[src/rtl/uart_tx_pkg.sv]
// Shared UART constants and helpers used by the transmitter and the receiver.
package uart_tx_pkg;

    // Bit periods in clk cycles: 115200 baud and 4M baud from 125 MHz.
    localparam int unsigned SlowBitDefault = 1085;
    localparam int unsigned FastBitDefault = 31;

    // Bit-period counter width; 11 bits covers SlowBitDefault - 1.
    localparam int unsigned CntW = 11;

    // Reload value for the bit counter: one less than the selected period.
    function automatic logic [CntW-1:0] bit_reload(input logic fast,
                                                   input int unsigned slow_bit,
                                                   input int unsigned fast_bit);
        int unsigned period;
        period = fast ? fast_bit : slow_bit;
        return CntW'(period - 1);
    endfunction

endpackage

[src/rtl/uart_baud.sv]
// Loadable bit-period down-counter with period select and terminal-count flag.
module uart_baud
    import uart_tx_pkg::*;
#(
    parameter int unsigned SLOW_BIT = SlowBitDefault,
    parameter int unsigned FAST_BIT = FastBitDefault
) (
    input  logic clk,
    input  logic rst,
    input  logic load_i,
    input  logic fast_i,
    output logic tc_o
);

    logic [CntW-1:0] cnt_q, cnt_d;

    // Next count: reload on a bit boundary, otherwise count down and stop at zero.
    always_comb begin
        cnt_d = cnt_q;
        if (load_i) begin
            cnt_d = bit_reload(fast_i, SLOW_BIT, FAST_BIT);
        end else if (cnt_q != '0) begin
            cnt_d = cnt_q - CntW'(1);
        end
    end

    // Counter register, cleared by synchronous reset.
    always_ff @(posedge clk) begin
        if (rst) begin
            cnt_q <= '0;
        end else begin
            cnt_q <= cnt_d;
        end
    end

    assign tc_o = (cnt_q == '0);

endmodule

[src/rtl/uart_tx.sv]
// 8n1 UART transmitter with valid/ready byte input and selectable bit period.
module uart_tx
    import uart_tx_pkg::*;
#(
    parameter int unsigned SLOW_BIT = SlowBitDefault,
    parameter int unsigned FAST_BIT = FastBitDefault
) (
    input  logic       clk,
    input  logic       rst,
    input  logic [7:0] data,
    input  logic       valid,
    output logic       ready,
    input  logic       high_speed,
    output logic       tx
);

    typedef enum logic [3:0] {
        StIdle,
        StStart,
        StD0,
        StD1,
        StD2,
        StD3,
        StD4,
        StD5,
        StD6,
        StD7,
        StStop
    } state_e;

    state_e     state_q, state_d;
    logic [7:0] data_q, data_d;
    logic       fast_q, fast_d;
    logic       tx_q, tx_d;
    logic       ready_q, ready_d;
    logic       accept;
    logic       load;
    logic       baud_fast;
    logic       tc;
    logic [2:0] bit_idx;

    // ready_q is only ever high in idle, so this implies the idle state.
    assign accept = valid && ready_q;

    // On acceptance the counter must use the incoming period, not the stale latch.
    assign baud_fast = (state_q == StIdle) ? high_speed : fast_q;

    uart_baud #(
        .SLOW_BIT (SLOW_BIT),
        .FAST_BIT (FAST_BIT)
    ) u_baud (
        .clk    (clk),
        .rst    (rst),
        .load_i (load),
        .fast_i (baud_fast),
        .tc_o   (tc)
    );

    // Next state, byte/period latching and bit-boundary reload.
    always_comb begin
        state_d = state_q;
        data_d  = data_q;
        fast_d  = fast_q;
        load    = 1'b0;
        unique case (state_q)
            StIdle: begin
                if (accept) begin
                    state_d = StStart;
                    data_d  = data;
                    fast_d  = high_speed;
                    load    = 1'b1;
                end
            end
            StStop: begin
                if (tc) begin
                    state_d = StIdle;
                end
            end
            default: begin
                if (tc) begin
                    state_d = state_e'(state_q + 4'd1);
                    load    = 1'b1;
                end
            end
        endcase
    end

    // Line level and ready are decoded from the next state so both are registered.
    assign bit_idx = 3'(state_d - StD0);

    always_comb begin
        tx_d    = 1'b1;
        ready_d = (state_d == StIdle);
        unique case (state_d)
            StIdle, StStop: tx_d = 1'b1;
            StStart:        tx_d = 1'b0;
            default:        tx_d = data_d[bit_idx];
        endcase
    end

    // Control state; reset aborts any frame and holds the line high.
    always_ff @(posedge clk) begin
        if (rst) begin
            state_q <= StIdle;
            tx_q    <= 1'b1;
            ready_q <= 1'b0;
        end else begin
            state_q <= state_d;
            tx_q    <= tx_d;
            ready_q <= ready_d;
        end
    end

    // Frame payload latches; contents are irrelevant until the next acceptance.
    always_ff @(posedge clk) begin
        data_q <= data_d;
        fast_q <= fast_d;
    end

    assign tx    = tx_q;
    assign ready = ready_q;

endmodule
[config.mk]
export PLATFORM = sky130hd
export DESIGN_NAME = uart_tx
export DESIGN_NICKNAME = d
export VERILOG_FILES = /design/src/rtl/uart_tx_pkg.sv /design/src/rtl/uart_baud.sv /design/src/rtl/uart_tx.sv
export SDC_FILE = /design/constraint.sdc
export NUM_CORES = 1
export LEC_CHECK = 0
export BUFFER_PORTS_ARGS = -buffer_cell sky130_fd_sc_hd__buf_4
export CAP_MARGIN = 40
export CORE_MARGIN = 3
export CORE_UTILIZATION = 37
export CTS_CLUSTER_DIAMETER = 50
export DETAILED_ROUTE_END_ITERATION = 7
export GPL_TIMING_DRIVEN = 0
export HOLD_SLACK_MARGIN = 0.05
export SETUP_SLACK_MARGIN = 0.3
export SYNTH_ARGS = -nofsm -noshare
export SYNTH_HDL_FRONTEND = slang
export SYNTH_SLANG_ARGS = --single-unit
[constraint.sdc]
create_clock -name clk -period 4.9 [get_ports clk]
set_input_delay 0.735 -clock clk [delete_from_list [all_inputs] [get_ports clk]]
set_output_delay 0.735 -clock clk [all_outputs]
set_load 0.01 [all_outputs]
After elaboration in Yosys (flattened, before gate mapping)
Cells that the tools add are included.
{"block": "op_classes", "n_addsub": 4, "order_cmp": 1, "n_eq_ne": 3, "muxes": 16, "n_reduce_logical": 8}
{"op": "two-way mux 11 bit", "n": 3}
{"op": "subtractor 11 x 1 -> 11 bit (second input constant)", "n": 2}
{"op": "two-way mux 8 bit", "n": 2}
{"op": "two-way mux 4 bit", "n": 3}
{"op": "logical NOT 11 bit", "n": 1}
{"op": "nonzero test 11 bit", "n": 1}
{"op": "equality test 4 bit (second input constant)", "n": 2}
{"op": "logical NOT 4 bit", "n": 2}
{"op": "one-hot mux 4 bit (2 select lines)", "n": 1}
{"op": "adder 4 x 1 -> 4 bit (second input constant)", "n": 1}
{"op": "equality test 4 x 1 -> 1 bit (second input constant)", "n": 1}
{"op": "< comparator 3 x 4 -> 1 bit (second input constant)", "n": 1}
{"op": "two-way mux 1 bit", "n": 4}
{"op": "one-hot mux 1 bit (2 select lines)", "n": 2}
{"op": "binary-select mux 1 bit (select 3 bit)", "n": 1}
{"op": "subtractor 3 x 2 -> 3 bit (second input constant)", "n": 1}
{"op": "AND reduction 2 bit", "n": 1}
{"op": "nonzero test 2 bit", "n": 1}
{"op": "OR reduction 2 bit", "n": 1}
{"op": "logical AND 1 bit", "n": 1}
{"block": "totals", "reg_bits": 26, "in_bits": 12, "output_inout_bits": 2, "word_cells": 38}

Logic depth before layout (Yosys ltp)
{"block": "logic_depth", "word_depth": 7, "depth_mapped": 14, "mapped_depth_nobuf": 13}

Cells and area by module
From an unflattened synthesis, not the netlist that was laid out.
{"block": "unflattened", "hier_cells": 139, "area_unflattened_um2": 1317.5}
{"mod": "uart_tx", "n_inst": 1, "cells_per_inst": 73, "area_per_inst_um2": 763.2, "seq_area_each_um2": 310.3}
{"mod": "uart_baud", "n_inst": 1, "cells_per_inst": 66, "area_per_inst_um2": 554.3, "seq_area_each_um2": 220.2}

Least setup slack after synthesis
Ideal clock, no wire load.
{"block": "synth_path", "kind": "flip-flop to flip-flop", "startpoint": "register u_baud.cnt_q[2]", "endpoint": "register u_baud.cnt_q[10]", "setup_ns": 0.071, "t_arrival_ns": 2.998, "required_time_ns": 4.829, "setup_slack_ns": 1.832, "stages_incl_launch_ff": 14, "n_path_buf": 1, "period_less_slack_ns": 3.068, "path_cell_list": "dfxtp_1 or4_4 nor4_4 inv_4 or3_4 nand2_2 buf_6 nand3_2 o21ai_0 ha_1 nand2_1 or4_1 a21o_1 a21oi_1"}
{"block": "synth_via", "elab_chain_cells": 4, "elab_cells_between_ends": 8, "cone_classes": "add/sub (1); mux (4); reduce/logical (3)"}
{"item": "start, declared", "line": "uart_baud.sv:15", "rtl": "logic [CntW-1:0] cnt_q, cnt_d;"}
{"item": "start signal, assigned", "line": "uart_baud.sv:32", "rtl": "cnt_q <= cnt_d;"}
{"item": "parallel branches: the longest is 4 deep, another holds subtractor 11 x 1 -> 11 bit"}
Several ways; the timed one is not identified. The select of a mux whose other input is x is not followed.
A chain may end at the register's enable or synchronous reset.

Final worst setup path
{"block": "layout_path", "startpoint": "register u_baud.cnt_q[2]", "endpoint": "register u_baud.cnt_q[8]"}
Same word-level chain as after synthesis.

==> results.ini <==
[clocking]
insertion_delay_ps = 270
ctsHtreeMaxLevel = 1
clock_sinks = 26
clockRootBuffer = clkbuf_8
cts_hold_buffers = 0
ctsResizeCount = 0
tritoncts = yes
cts_setup_buffers = 0
clockBufferDepth = 2
cts_buffers = 3
clk_pin_slew_worst_paths_ps = 90

[global_routing]
grt_max_degree = 15
grtUsageTotal_pct = 15.0
antenna_found_initial = 0
grt-ovfl-total = 0
grt_pass1_wl_um = 5140
grt_pass1_vias = 1135

[drt]
drt_wl_total_um = 2780
drtPass1Iterations = 6
ant_nets = 0
first_iter_violations = 42
drc = 0
wl_per_cell_um = 13.3
avgViaCountPerCell = 5.27
dr_total_vias = 1097

[sta]
finalSetupViolCount = 0
skew_ps = 12.2
max_freq_ghz = 0.290
slew_violations = 0
finalHoldViolCount = 0
finalSetupTns_ps = 0
fin_crit_ps = 3450
fin_crit_sh_pct = 70.4
rsz0062_at_grt = no
holdWs_ps = 482
finalWorstSetupSlack_ps = 1450
tightest_slew_ps = 632
relSlewSlack_pct = 57.8

[logic_synthesis]
avgSynthCellArea_um2 = 9.32
ys_ff_latch = 26
yosysSeqAreaShare_pct = 39.0
ys.warnings.count = 0
syn-num-nets = 163
netlist_area_um2 = 1360
ys_types = 46
syn_inst = 146

[critical_path]
critPathMaxFanout = 10
critPathKind = register to register
arrival_ps = 3650
critical_path_required_ps = 5100
critPathLaunchType = register
reg2reg_to = u_baud.cnt_q[8]
worstReg2RegStart = u_baud.cnt_q[2]
worst_r2r_path_depth = 14
r2r_slack_ps = 1450
end_kind = register

[power]
p_total_w = 0.000967
peakVddDrop_mv = 0.256
p_leak_nw = 0.623
powerDensity_nw_per_um2 = 623

[finish]
nNetsFinal = 180
drive_gt1_share_pct = 23.5
finalNonFillerCells = 208
syn_to_final_growth_pct = 14.2
diodes = 0

[floorplanning]
rows = 21
ios = 14
fp.dieH_um = 66.6
start_util_pct = 39.5
core_um2 = 3440
die_area_um2 = 4440
die_w_um = 66.6

[placed_design]
hpwl_um = 2050
place_ws_ps = 1450
port_buffers = 12
place.gp.congestion = 0.817
dp_cells = 204

[job]
cap_violations = 0

[hold_path]
min_path_type = register to register
whs_path_depth = 1
worstHoldStart = data_q[5]
hold_end = data_q[5]

[run_status]
status = complete, no violations

==> through the flow <==
stage          util (%)  instance area, um2
2_1_floorplan         -                1360
3_3_place_gp       43.8                1510
3_5_place_dp       43.8                1510
4_1_cts            45.1                1550
5_1_grt            45.1                1550
6_report           45.1                1550
==> flip-flops by register name, summed over array words and instances, names as in the netlist <==
name	cells
tx	1
fast_q	1
ready	1
state_q	4
u_baud.cnt_q	11
data_q	8
==> synthesized netlist by cell type, drive strengths merged <==
library cell  instances  area (um2)
nor3                  9        45.0
nor3b                 1        12.5
nand2                13        51.3
o21ai                10        50.0
nand2b                3        18.8
mux2i                 5        50.1
o22a                  3        26.3
a21oi                 5        25.0
nand3b                1        7.51
and2                  1        6.26
or4                   3        26.3
o211ai                1        7.51
a211oi                1        12.5
nand3                 4        25.0
nand4                 1        6.26
clkbuf                1        3.75
ha                    5        62.6
inv                   5        21.3
buf                   2        15.0
a21o                  3        22.5
or2                   2        12.5
a22oi                 1        7.51
xnor2                 1        8.76
o22ai                 1        6.26
or3b                  1        8.76
xor2                  5        43.8
edfxtp                1        30.0
nor4                  6        58.8
dfxtp                25         500
nor2                 13        51.3
mux2                  8        90.1
nand4b                1        8.76
and3b                 1        8.76
or3                   3        28.8
==> final cells by class <==
cell class,count,area [um2]
plain buffers,3,18.8
clock buffers,4,45.0
fillers,326,1890
inverters,5,21.3
multi-input cells,112,790
flip-flops and latches,26,531
well taps,46,57.6
repair buffers,12,90.1
==> kinds of logic (layout without fill, tap and decap cells) <==
group | count (synthesis) | after routing | synth area share [%]
xor gates and xnor gates | 6 | 6 | 3.86
adders and majority gates | 5 | 5 | 4.60
AOI/OAI and AO/OA | 25 | 25 | 11.6
muxes | 13 | 13 | 10.3
buffers and inverters | 8 | 24 | 2.94
DFF | 26 | 26 | 39.0
and+or+nand+nor | 63 | 63 | 27.7
==> worst max-delay path, cell delays in order (launching register included) <==
cell and delay, ps:
dfxtp_1 360, or4_4 590, nor4_4 260, inv_4 120, or3_4 390, nand2_2 100
buf_6 150, nand3_2 100, o21ai_0 100, ha_1 240, nand2_1 120, nor4_1 440
nand2_1 120, xor2_1 160, nor3_1 120
==> worst max-delay path by stage <==
stage	endpoint	startpoint
after global placement	u_baud.cnt_q[8]	u_baud.cnt_q[2]
after CTS	u_baud.cnt_q[8]	u_baud.cnt_q[2]
final	u_baud.cnt_q[8]	u_baud.cnt_q[2]
after detailed placement	u_baud.cnt_q[8]	u_baud.cnt_q[2]
after global routing	u_baud.cnt_q[8]	u_baud.cnt_q[2]
after floorplan	u_baud.cnt_q[10]	u_baud.cnt_q[2]
==> placed cells by master (no fill, tap or decap), types with 4 or more instances in the layout <==
cell,instances
a21oi_1,5
buf_4,12
dfxtp_1,25
ha_1,5
mux2_2,8
mux2i_1,5
nand2_1,12
nor2_1,12
nor3_1,9
nor4_1,4
o21ai_0,7
xor2_1,5
==> metal layers <==
layer	track usage, %	wire, um
met4	5.33	23
met5	0	0
met2	24.4	1330
met1	19.8	1350
met3	2.53	79
==> power breakdown <==
group	internal [W]	switching, W
Clock	0.0000580	0.0000631
Combinational	0.000234	0.000263
Sequential	0.000295	0.0000539
Note: power is estimated with default switching activity, not from simulation.
